$ cat config.mk
export PLATFORM = sky130hd
export DESIGN_NAME = video_timing_gen_flat
export DESIGN_NICKNAME = d
export VERILOG_FILES = /design/src/rtl/video_timing_gen_if.sv /design/src/rtl/video_timing_gen.sv /design/src/flat_wrapper.sv
export SDC_FILE = /design/constraint.sdc
export NUM_CORES = 1
export LEC_CHECK = 0
export ABC_AREA = 1
export BUFFER_PORTS_ARGS = -buffer_cell sky130_fd_sc_hd__buf_2
export CORE_MARGIN = 5
export CORE_UTILIZATION = 59
export CTS_CLUSTER_SIZE = 10
export DETAILED_ROUTE_END_ITERATION = 10
export HOLD_SLACK_MARGIN = 0.08
export PLACE_DENSITY_LB_ADDON = 0.08
export SYNTH_ARGS = -nofsm -noshare
export SYNTH_HDL_FRONTEND = slang
export SYNTH_SLANG_ARGS = --single-unit
$ cat constraint.sdc
create_clock -name CLK -period 3.5 [get_ports CLK]
set_clock_uncertainty 0.2 [all_clocks]
set_input_delay 0.175 -clock CLK [delete_from_list [all_inputs] [get_ports CLK]]
set_output_delay 0.175 -clock CLK [all_outputs]
set_load 0.01 [all_outputs]
$ cat src/rtl/video_timing_gen_if.sv
// Raster timing bundle: run request in, sync/enable/coordinate/strobe outputs back.
// The generator connects through the master modport and the consumer through the slave modport.
interface video_timing_gen_if #(
  parameter int CNT_WIDTH = 12
);
  logic                 iEN;
  logic                 oHS;
  logic                 oVS;
  logic                 oDE;
  logic [CNT_WIDTH-1:0] oX;
  logic [CNT_WIDTH-1:0] oY;
  logic                 oFRAME_START;
  logic                 oLINE_START;
  logic                 oBUSY;
  logic [15:0]          oFRAME_CNT;

  modport master (
    input  iEN,
    output oHS, oVS, oDE, oX, oY, oFRAME_START, oLINE_START, oBUSY, oFRAME_CNT
  );

  modport slave (
    output iEN,
    input  oHS, oVS, oDE, oX, oY, oFRAME_START, oLINE_START, oBUSY, oFRAME_CNT
  );
endinterface

$ cat src/rtl/video_timing_gen.sv
// Frame-aligned raster timing generator: h/v counters, registered HS/VS/DE, coordinates and strobes.
// Optional frame counter is built only when VIDEO_TIMING_FRAME_CNT_EN is defined.
module video_timing_gen #(
  parameter int H_ACTIVE  = 640,
  parameter int H_FP      = 16,
  parameter int H_SYNC    = 96,
  parameter int H_BP      = 48,
  parameter int V_ACTIVE  = 480,
  parameter int V_FP      = 10,
  parameter int V_SYNC    = 2,
  parameter int V_BP      = 33,
  parameter int HS_POL    = 0,
  parameter int VS_POL    = 0,
  parameter int CNT_WIDTH = 12
) (
  input  logic               CLK,
  input  logic               RST_N,
  video_timing_gen_if.master vid
);

  localparam int H_TOTAL = H_ACTIVE + H_FP + H_SYNC + H_BP;
  localparam int V_TOTAL = V_ACTIVE + V_FP + V_SYNC + V_BP;

  localparam logic [CNT_WIDTH-1:0] C_ZERO   = {CNT_WIDTH{1'b0}};
  localparam logic [CNT_WIDTH-1:0] C_ONE    = CNT_WIDTH'(1);
  localparam logic [CNT_WIDTH-1:0] H_LAST   = CNT_WIDTH'(H_TOTAL - 1);
  localparam logic [CNT_WIDTH-1:0] V_LAST   = CNT_WIDTH'(V_TOTAL - 1);
  localparam logic [CNT_WIDTH-1:0] H_ACT    = CNT_WIDTH'(H_ACTIVE);
  localparam logic [CNT_WIDTH-1:0] V_ACT    = CNT_WIDTH'(V_ACTIVE);
  localparam logic [CNT_WIDTH-1:0] HS_BEG   = CNT_WIDTH'(H_ACTIVE + H_FP);
  localparam logic [CNT_WIDTH-1:0] HS_END   = CNT_WIDTH'(H_ACTIVE + H_FP + H_SYNC);
  localparam logic [CNT_WIDTH-1:0] VS_BEG   = CNT_WIDTH'(V_ACTIVE + V_FP);
  localparam logic [CNT_WIDTH-1:0] VS_END   = CNT_WIDTH'(V_ACTIVE + V_FP + V_SYNC);
  localparam logic                 HS_ON    = (HS_POL != 0);
  localparam logic                 VS_ON    = (VS_POL != 0);

  typedef enum logic [0:0] {
    ST_IDLE = 1'b0,
    ST_RUN  = 1'b1
  } state_t;

  state_t               r_state;
  state_t               w_state_nxt;
  logic [CNT_WIDTH-1:0] r_hcnt;
  logic [CNT_WIDTH-1:0] r_vcnt;
  logic [CNT_WIDTH-1:0] w_hcnt_nxt;
  logic [CNT_WIDTH-1:0] w_vcnt_nxt;

  logic                 w_run;
  logic                 w_de;
  logic                 w_hs_act;
  logic                 w_vs_act;
  logic                 w_fs;
  logic                 w_ls;

  logic                 r_hs;
  logic                 r_vs;
  logic                 r_de;
  logic [CNT_WIDTH-1:0] r_x;
  logic [CNT_WIDTH-1:0] r_y;
  logic                 r_fs;
  logic                 r_ls;
  logic                 r_busy;

  // State and raster counter registers
  always_ff @(posedge CLK or negedge RST_N) begin
    if (!RST_N) begin
      r_state <= ST_IDLE;
      r_hcnt  <= C_ZERO;
      r_vcnt  <= C_ZERO;
    end else begin
      r_state <= w_state_nxt;
      r_hcnt  <= w_hcnt_nxt;
      r_vcnt  <= w_vcnt_nxt;
    end
  end

  // Next state and counter advance; iEN is only honoured at the final pixel of a frame
  always_comb begin
    w_state_nxt = r_state;
    w_hcnt_nxt  = r_hcnt;
    w_vcnt_nxt  = r_vcnt;
    case (r_state)
      ST_IDLE: begin
        w_hcnt_nxt = C_ZERO;
        w_vcnt_nxt = C_ZERO;
        if (vid.iEN) begin
          w_state_nxt = ST_RUN;
        end else begin
          w_state_nxt = ST_IDLE;
        end
      end
      ST_RUN: begin
        if (r_hcnt == H_LAST) begin
          w_hcnt_nxt = C_ZERO;
          if (r_vcnt == V_LAST) begin
            w_vcnt_nxt  = C_ZERO;
            w_state_nxt = vid.iEN ? ST_RUN : ST_IDLE;
          end else begin
            w_vcnt_nxt = r_vcnt + C_ONE;
          end
        end else begin
          w_hcnt_nxt = r_hcnt + C_ONE;
        end
      end
      default: begin
        w_state_nxt = ST_IDLE;
        w_hcnt_nxt  = C_ZERO;
        w_vcnt_nxt  = C_ZERO;
      end
    endcase
  end

  assign w_run    = (r_state == ST_RUN);
  assign w_de     = w_run && (r_hcnt < H_ACT) && (r_vcnt < V_ACT);
  assign w_hs_act = w_run && (r_hcnt >= HS_BEG) && (r_hcnt < HS_END);
  assign w_vs_act = w_run && (r_vcnt >= VS_BEG) && (r_vcnt < VS_END);
  assign w_fs     = w_run && (r_hcnt == C_ZERO) && (r_vcnt == C_ZERO);
  assign w_ls     = w_run && (r_hcnt == C_ZERO);

  // Output stage: one-clock registered copy of the counter decode
  always_ff @(posedge CLK or negedge RST_N) begin
    if (!RST_N) begin
      r_hs   <= ~HS_ON;
      r_vs   <= ~VS_ON;
      r_de   <= 1'b0;
      r_x    <= C_ZERO;
      r_y    <= C_ZERO;
      r_fs   <= 1'b0;
      r_ls   <= 1'b0;
      r_busy <= 1'b0;
    end else begin
      r_hs   <= w_hs_act ? HS_ON : ~HS_ON;
      r_vs   <= w_vs_act ? VS_ON : ~VS_ON;
      r_de   <= w_de;
      r_x    <= w_run ? r_hcnt : C_ZERO;
      r_y    <= w_run ? r_vcnt : C_ZERO;
      r_fs   <= w_fs;
      r_ls   <= w_ls;
      r_busy <= w_run;
    end
  end

  assign vid.oHS          = r_hs;
  assign vid.oVS          = r_vs;
  assign vid.oDE          = r_de;
  assign vid.oX           = r_x;
  assign vid.oY           = r_y;
  assign vid.oFRAME_START = r_fs;
  assign vid.oLINE_START  = r_ls;
  assign vid.oBUSY        = r_busy;

`ifdef VIDEO_TIMING_FRAME_CNT_EN
  logic [15:0] r_frame_cnt;

  // Frames started since reset; steps on the same edge that raises oFRAME_START
  always_ff @(posedge CLK or negedge RST_N) begin
    if (!RST_N) begin
      r_frame_cnt <= 16'h0000;
    end else if (w_fs) begin
      r_frame_cnt <= r_frame_cnt + 16'h0001;
    end
  end

  assign vid.oFRAME_CNT = r_frame_cnt;
`else
  assign vid.oFRAME_CNT = 16'h0000;
`endif

endmodule

$ cat src/flat_wrapper.sv
// flat-port wrapper written by rule: the top's interface ports become plain ports
module video_timing_gen_flat 
#(
  parameter int H_ACTIVE  = 640,
  parameter int H_FP      = 16,
  parameter int H_SYNC    = 96,
  parameter int H_BP      = 48,
  parameter int V_ACTIVE  = 480,
  parameter int V_FP      = 10,
  parameter int V_SYNC    = 2,
  parameter int V_BP      = 33,
  parameter int HS_POL    = 0,
  parameter int VS_POL    = 0,
  parameter int CNT_WIDTH = 12
)
  (CLK, RST_N, vid_iEN, vid_oHS, vid_oVS, vid_oDE, vid_oX, vid_oY, vid_oFRAME_START, vid_oLINE_START, vid_oBUSY, vid_oFRAME_CNT);
  video_timing_gen_if #(.CNT_WIDTH(CNT_WIDTH)) vid_i ();
  input  logic CLK;
  input  logic RST_N;
  input wire logic [$bits(vid_i.iEN)-1:0] vid_iEN;
  output wire logic [$bits(vid_i.oHS)-1:0] vid_oHS;
  output wire logic [$bits(vid_i.oVS)-1:0] vid_oVS;
  output wire logic [$bits(vid_i.oDE)-1:0] vid_oDE;
  output wire logic [$bits(vid_i.oX)-1:0] vid_oX;
  output wire logic [$bits(vid_i.oY)-1:0] vid_oY;
  output wire logic [$bits(vid_i.oFRAME_START)-1:0] vid_oFRAME_START;
  output wire logic [$bits(vid_i.oLINE_START)-1:0] vid_oLINE_START;
  output wire logic [$bits(vid_i.oBUSY)-1:0] vid_oBUSY;
  output wire logic [$bits(vid_i.oFRAME_CNT)-1:0] vid_oFRAME_CNT;
  assign vid_i.iEN = vid_iEN;
  assign vid_oHS = vid_i.oHS;
  assign vid_oVS = vid_i.oVS;
  assign vid_oDE = vid_i.oDE;
  assign vid_oX = vid_i.oX;
  assign vid_oY = vid_i.oY;
  assign vid_oFRAME_START = vid_i.oFRAME_START;
  assign vid_oLINE_START = vid_i.oLINE_START;
  assign vid_oBUSY = vid_i.oBUSY;
  assign vid_oFRAME_CNT = vid_i.oFRAME_CNT;
  video_timing_gen #(.H_ACTIVE(H_ACTIVE), .H_FP(H_FP), .H_SYNC(H_SYNC), .H_BP(H_BP), .V_ACTIVE(V_ACTIVE), .V_FP(V_FP), .V_SYNC(V_SYNC), .V_BP(V_BP), .HS_POL(HS_POL), .VS_POL(VS_POL), .CNT_WIDTH(CNT_WIDTH)) u_core (.CLK(CLK), .RST_N(RST_N), .vid(vid_i));
endmodule
==> flow_summary.ini, run 1 <==
[outcome]
outcome = finished clean

[clocking]
worstSkewPairLatency_ns = 0.31
cts_made_buffers = 5
numClockSinks = 55
post-cts-setup-buffers = 0
htreeDepth = 2
cts_buffer_depth = 2
cts_tree = built
cts_root_buffer = clkbuf_8
clkTransAtPathRegs_ns = 0.10

[global_route]
grt_max_degree = 31
grt_pass1_wl_um = 8880
antenna_found_initial = 0
overflow = 0
grt.total_usage_pct = 18.3
grt_pass1_vias = 1895

[power_and_ir_drop]
switching_share_pct = 20.8
seqPwrFrac_pct = 58.9
pwr-share-comb_pct = 2.1
power.total_mw = 1.08
p_switching_uw = 224
p_leak_nw = 1.76
pwr_density_cell_nw_per_um2 = 364
ir_worst_vdd_mv = 0.157
p_clk_share_pct = 39.0
internal_power_uw = 854

[finish]
final_common_cell = nand2_1
fin_cells = 421
syn2layout_area_growth_pct = 9.78
num_antenna_cells = 0
drive_above_1_share_pct = 14.6
finalNetCount = 375
layout_common_cells = nand2_1 (94), inv_1 (54), dfrtp_1 (53)
finish.instance_area_sq_um = 2960
fin_util_pct = 67.6

[placement]
port_buffers = 32
postPlaceCellArea_sq_um = 2830
hpwl_um = 3700
place_ws_ns = 1.67
placed_cells = 411
gp_congestion = 0.942

[die]
die_area_sq_um = 6030
rows = 24
ios = 49
core-area_sq_um = 4380
initial_core_util_pct = 61.6
chipWidth_um = 77.6
die_h_um = 77.6

[synth]
ys_seq_area_share_pct = 51.1
syn_area_sq_um = 2700
ys_ff_latch = 55
synth-compound-area-share_pct = 1.44
avgSynthCellArea_sq_um = 8.10
ys.warnings.count = 0
synthXorXnorAreaFrac_pct = 2.27
synth-simple-area-share_pct = 29.3
ys_types = 28
synth_area_leader_cell = dfrtp_1
synth_adder_area_share_pct = 1.85
synth_top_area_share_pct = 49.1
synthCells = 333
synthTopCellsByArea = dfrtp_1 (49%), nand2_1 (13%), inv_1 (7.5%), nor2_1 (5.1%), buf_4 (4.7%)
synth_top_family_by_area = simple AND/OR/NAND/NOR gates
synth_mux_area_share_pct = 0

[sta]
worst_slack_ns = 1.63
timing.hold.ws_ns = 0.184
tns_ns = 0
fmax_mhz = 536
drv_slew = 0
min_period_ns = 1.87
relSlewSlack_pct = 61.7
rsz0062_at_grt = false
tightest_slew_ns = 0.575
setup_viol = 0
period_share_pct = 53.3
finalHoldViolCount = 0

[critical_path]
r2r_slack_ns = 1.63
crit_start = u_core.r_state$_DFF_PN0_
endpoint_kind = flip-flop
startpoint_type = flip-flop
worstPathRequired_ns = 3.48
worstSetupPathType = reg -> reg
reg2reg_depth = 3
worstReg2RegEnd = u_core.r_vcnt[8]$_DFFE_PN0P_
reg2reg_from = u_core.r_state$_DFF_PN0_
worstPathMaxFanout = 19
worstPathArrival_ns = 1.85

[routing]
wl_per_cell_um = 11.9
drt-total-wl_um = 5010
dr_total_vias = 2072
first_pass_iters = 4
drt_iter0_drc = 191
viasPerCell = 4.92
drc_errors = 0
detail-route-antenna-nets = 0

[job]
maxCapViolations = 0

[min_path]
min_path_type = in -> async
## cell families (layout without fill, tap and decap cells)
logic type                 after synthesis  count (layout)
and+or+nand+nor                        182             182
buffers and inverters                   78              99
DFF                                     55              55
xor gates and xnor gates                 7               7
AOI/OAI and AO/OA                        6               6
adders and majority gates                4               4
other                                    1              16
## worst max-delay path by stage
stage | to | slack, ns | cells after the start
after floorplan | u_core.r_hcnt[9]$_DFF_PN0_ | 1.90 | 9
after global placement | u_core.r_vcnt[8]$_DFFE_PN0P_ | 1.71 | 3
after detailed placement | u_core.r_vcnt[8]$_DFFE_PN0P_ | 1.67 | 3
after CTS | u_core.r_vcnt[7]$_DFFE_PN0P_ | 1.63 | 3
after global routing | u_core.r_hcnt[11]$_DFF_PN0_ | 1.42 | 4
final | u_core.r_vcnt[8]$_DFFE_PN0P_ | 1.63 | 3
## flip-flops by register name (all words and copies together), names as in the netlist, 12 cells and up
signal,flops
u_core.vid.oY,12
u_core.vid.oX,12
u_core.r_vcnt,12
u_core.r_hcnt,12
## per-layer routing
layer	global-route usage, %	up-vias	wire [um]
met2	26.1	92	2070
met3	4.17	12	417
met5	0	-	0
met1	27.5	919	2410
met4	6.53	0	113
li1	-	1049	-
## layout make-up
type                    count  area (sq um)
fillers                   372          1420
flip-flops and latches     55          1380
multi-input cells         215          1000
inverters                  55           208
repair buffers             36           195
clock buffers               5          68.8
well taps                  52          65.1
clock inverters             3          46.3
## synthesized netlist by cell type
master,n
nand2_2,4
a31o_2,1
nand3_2,1
nor4_1,2
buf_6,2
dfrtp_1,53
clkinv_2,1
buf_4,17
o2111ai_1,1
nand3b_1,1
conb_1,1
nor3b_1,2
a21oi_1,1
ha_1,4
nor2_2,1
a31oi_1,1
o21ai_0,2
xor2_1,7
dfstp_2,2
buf_2,2
nor2_1,37
clkbuf_1,2
nor3_1,9
nand4_1,8
nor2_4,2
nand3_1,21
nand2_1,94
inv_1,54
## critical path: stages, from the launching register on
cell	delay, ns
dfrtp_1	0.72
inv_1	0.29
nor2_4	0.39
o21ai_0	0.13
## power groups by stage
stage / registers, mW / logic [mW] / clock network, mW
final: 0.635 / 0.0227 / 0.420
after global routing: 0.635 / 0.0271 / 0.467
after CTS: 0.635 / 0.0230 / 0.432
after detailed placement: 0.647 / 0.0215 / 0
after global placement: 0.647 / 0.0212 / 0
after floorplan: 0.648 / 0.0209 / 0
## repair_timing
action,CTS,global route
hold endpoints to repair,26,0
hold buffers,2,0
resized for setup,0,0
Power figures use the tool's default switching activity.
==> run 2, diff against run 1 <==
CORE_UTILIZATION = 50   (was 59)
clock period = 1.62 ns   (was 3.5 ns; I/O delays follow)
==> flow_summary.ini, run 2 (synthesis gave the netlist of run 1 again) <==
[outcome]
outcome = finished clean

[power_and_ir_drop]
p_switching_uw = 486
ir_worst_vdd_mv = 0.348
p_leak_nw = 1.88
power.total_mw = 2.22
pwr-share-comb_pct = 2.5
internal_power_mw = 1.73
seqPwrFrac_pct = 61.8
p_clk_share_pct = 35.7
pwr_density_cell_nw_per_um2 = 683
switching_share_pct = 21.9

[finish]
multi_input_area_sq_um = 1060
syn2layout_area_growth_pct = 20.4
finalNetCount = 400
num_antenna_cells = 0
fin_util_pct = 62.8
seqCellArea_sq_um = 1390
drive_above_1_share_pct = 25.6
layout_common_cells = nand2_1 (90), inv_1 (52), dfrtp_1 (47)
final_common_cell = nand2_1
fillers = 447

[critical_path]
endpoint_kind = flip-flop
startpoint_type = flip-flop
reg2reg_depth = 9
worstPathMaxFanout = 10
worstPathArrival_ns = 1.58
worstPathRequired_ns = 1.61
worstSetupPathType = reg -> reg

[sta]
fmax_mhz = 630
min_period_ns = 1.59
worst_slack_ns = 0.0334
rsz0062_at_grt = true
setup_viol = 0
timing.hold.ws_ns = 0.101
period_share_pct = 97.9
drv_slew = 0
finalHoldViolCount = 0
tns_ns = 0

[min_path]
min_path_type = in -> async

[global_route]
grt_pass1_wl_um = 9870
grt_pass1_vias = 2111
busiest_layer = met1
met3_usage_pct = 3.95
grt_max_degree = 56
use_met1_pct = 25.6
grt.total_usage_pct = 17.3
overflow = 0
antenna_found_initial = 0
gr-usage-met2_pct = 25.4

[routing]
detail-route-antenna-nets = 0
first_pass_iters = 4
drt_iter0_drc = 92
dr_total_vias = 2162
drc_errors = 0
wl_per_cell_um = 12.3
viasPerCell = 4.66
drt-total-wl_um = 5690

[die]
core-area_sq_um = 5170
rows = 26
die_area_sq_um = 6970
ios = 49
die_h_um = 83.5
chipWidth_um = 83.5
initial_core_util_pct = 52.2

[placement]
gp_congestion = 0.878
hpwl_um = 4170
port_buffers = 32
place_ws_ns = -0.00654

[clocking]
cts_buffer_depth = 2
htreeDepth = 2
numClockSinks = 55
cts_tree = built
worstSkewPairLatency_ns = 0.31
cts_made_buffers = 5
clkTransAtPathRegs_ns = 0.10
cts_root_buffer = clkbuf_8

[job]
maxCapViolations = 0
## run 2: changes by cell type in the layout (fill, tap and decap cells not counted), sizes merged
cell and change:
buf +25, bufinv -1, clkbuf +2, clkinvlp -1
## run 2: repair_timing
action / 4_1_cts / 5_1_grt
hold endpoints to repair: 56 / 0
hold buffers: 2 / 0
pin swaps: 0 / 5
gates cloned: 0 / 0
gates resized for setup: 1 / 27
setup endpoints to repair: 3 / 19
buffers inserted: 0 / 0
## run 2: metrics by stage
step,std cells,cell area [sq um]
floorplan,348,2760
global placement,454,3060
finish,464,3250
CTS,464,3180
global route,464,3250
detailed placement,454,3060
## run 2: critical path, cell delays in order, from the launching register on
cell and delay [ns]:
dfrtp_1 0.37, ha_2 0.21, nand3_4 0.10, inv_4 0.08, nand2_2 0.06, nor2_4 0.11, nor2_4 0.06, buf_12 0.14
nand2_1 0.05, o21ai_0 0.08
## run 2: worst paths after layout
| path | from | endpoint | slack [ns] |
|---|---|---|---|
| worst max-delay path | u_core.r_hcnt[0]$_DFF_PN0_ | u_core.r_vcnt[8]$_DFFE_PN0P_ | 0.03 |
| worst min-delay path | RST_N | u_core.vid.oX[2]$_DFF_PN0_ | 0.10 |
| worst max register to register | u_core.r_hcnt[0]$_DFF_PN0_ | u_core.r_vcnt[8]$_DFFE_PN0P_ | 0.03 |
| worst min register to register | u_core.r_hcnt[11]$_DFF_PN0_ | u_core.vid.oX[11]$_DFF_PN0_ | 0.34 |
| max in group asynchronous | RST_N | u_core.vid.oVS$_DFF_PN1_ | 0.82 |
| min in group CLK | vid_iEN | u_core.r_state$_DFF_PN0_ | 0.30 |
## run 2: power groups by stage
| stage | clock network (mW) | registers (mW) | logic [mW] |
|---|---|---|---|
| floorplan | 0 | 1.40 | 0.0451 |
| global placement | 0 | 1.40 | 0.0512 |
| detailed placement | 0 | 1.40 | 0.0520 |
| CTS | 0.821 | 1.37 | 0.0554 |
| global route | 0.867 | 1.37 | 0.0644 |
| finish | 0.792 | 1.37 | 0.0548 |
## run 2: area by class of cell
| cell class | count | share of cell area [%] |
|---|---|---|
| timing repair buffer | 61 | 12.7 |
| inverter | 55 | 6.43 |
| multi-input combinational | 215 | 32.6 |
| sequential | 55 | 42.7 |
| clock inverter | 1 | 0.270 |
| tap | 70 | 2.70 |
| clock buffer | 7 | 2.66 |
## run 2: layer usage
| metal | wire (um) | share of wire [%] |
|---|---|---|
| met2 | 2490 | 44 |
| met3 | 272 | 4.8 |
| met5 | 0 | 0 |
| met4 | 90 | 1.6 |
| met1 | 2840 | 50 |
==> run 3, diff against run 2 <==
REMOVE_ABC_BUFFERS = 1   (was default)
SLEW_MARGIN = 20   (was default)
==> flow_summary.ini, run 3 (synthesis gave the netlist of run 1 again) <==
[routing]
wl_per_cell_um = 11.9
first_pass_iters = 4
drc_errors = 0
viasPerCell = 4.66
drt-total-wl_um = 5570
drt_iter0_drc = 130
dr_total_vias = 2181
detail-route-antenna-nets = 0

[power_and_ir_drop]
p_leak_nw = 1.93
pwr_density_cell_nw_per_um2 = 704
ir_worst_vdd_mv = 0.394
power.total_mw = 2.31

[sta]
timing.hold.ws_ns = 0.320
drv_slew = 0
period_share_pct = 98.6
setup_viol = 0
min_period_ns = 1.60
rsz0062_at_grt = true
tns_ns = 0
fmax_mhz = 626
finalHoldViolCount = 0

[global_route]
grt_pass1_vias = 1990
grt_max_degree = 36
gr-usage-met2_pct = 24.4
busiest_layer = met2
grt_pass1_wl_um = 9360
met3_usage_pct = 3.65
use_met1_pct = 23.7
grt.total_usage_pct = 16.2
overflow = 0
antenna_found_initial = 0

[finish]
finish.instance_area_sq_um = 3280
fin_util_pct = 63.4
drive_above_1_share_pct = 22.6
layout_common_cells = nand2_1 (93), inv_1 (54), dfrtp_1 (51)
multi_input_area_sq_um = 1030
syn2layout_area_growth_pct = 21.6
fillers = 444
final_common_cell = nand2_1
finalNetCount = 405
num_antenna_cells = 0
seqCellArea_sq_um = 1380

[placement]
gp_congestion = 0.940
postPlaceCellArea_sq_um = 3090
hpwl_um = 4120
port_buffers = 32

[clocking]
cts_buffer_depth = 2
cts_tree = built
worstSkewPairLatency_ns = 0.30
htreeDepth = 2
numClockSinks = 55
cts_root_buffer = clkbuf_8
cts_made_buffers = 5
clkTransAtPathRegs_ns = 0.09

[min_path]
min_path_type = in -> reg

[die]
die_area_sq_um = 6970
core-area_sq_um = 5170
die_h_um = 83.5
chipWidth_um = 83.5
rows = 26
initial_core_util_pct = 52.2
ios = 49

[critical_path]
worstPathRequired_ns = 1.62
worstPathMaxFanout = 4
startpoint_type = flip-flop
worstPathArrival_ns = 1.60
worstSetupPathType = reg -> reg
endpoint_kind = flip-flop

[job]
maxCapViolations = 0

[outcome]
outcome = finished clean
==> run 3: changes by cell type in the layout (fill, tap and decap cells not counted), sizes merged <==
cell	previous run	this run
buf	59	62
dlygate4sd3	2	4
clkinv	1	0
bufinv	0	1
clkbuf	7	6
==> run 3: path summary, 6_finish.rpt <==
path	start	to	slack [ns]	depth (start not counted)
setup reg to reg	u_core.r_hcnt[1]$_DFF_PN0_	u_core.r_hcnt[5]$_DFF_PN0_	0.02	6
hold reg to reg	u_core.r_hcnt[11]$_DFF_PN0_	u_core.vid.oX[11]$_DFF_PN0_	0.35	2
max in group asynchronous	RST_N	u_core.vid.oVS$_DFF_PN1_	0.32	4
setup / recovery	u_core.r_hcnt[1]$_DFF_PN0_	u_core.r_hcnt[5]$_DFF_PN0_	0.02	6
min in group asynchronous	RST_N	u_core.vid.oX[8]$_DFF_PN0_	0.61	4
hold / removal	vid_iEN	u_core.r_state$_DFF_PN0_	0.32	3
==> run 3: layout make-up <==
type / count / share of cell area, %
inverters: 55 / 6.37
flip-flops and latches: 55 / 42.1
repair buffers: 66 / 14.2
well taps: 70 / 2.67
clock buffers: 6 / 2.21
clock inverters: 1 / 0.915
multi-input cells: 215 / 31.5
==> run 3: worst max-delay path, cell delays in order, from the launching register on <==
cell,delay (ns)
dfrtp_1,0.37
buf_4,0.11
buf_4,0.11
nand4_1,0.17
nor2_1,0.26
xor2_1,0.21
nor2_1,0.06
==> run 3: report_power, final <==
group | internal [mW] | switching, mW
clock | 0.454 | 0.418
sequential | 1.37 | 0
combinational | 0.0182 | 0.0462
total | 1.84 | 0.465
==> run 3: repair_timing <==
action | CTS | global route
setup endpoints to repair | 0 | 22
gates resized for setup | 0 | 14
hold buffers | 4 | 0
endpoints found under the hold margin | 56 | 0
setup buffers | 0 | 1
==> run 3: through the flow <==
stage / instances / worst slack (ns)
floorplan: 325 / -0.245
global placement: 456 / 0.0509
detailed placement: 456 / 0.0383
CTS: 467 / 0.00456
global route: 468 / -0.0478
finish: 468 / 0.0228
==> run 3: per-layer routing <==
layer,vias up,wire (um)
met5,-,0
met2,59,2480
met1,1008,2730
li1,1109,-
met3,5,315
met4,0,50
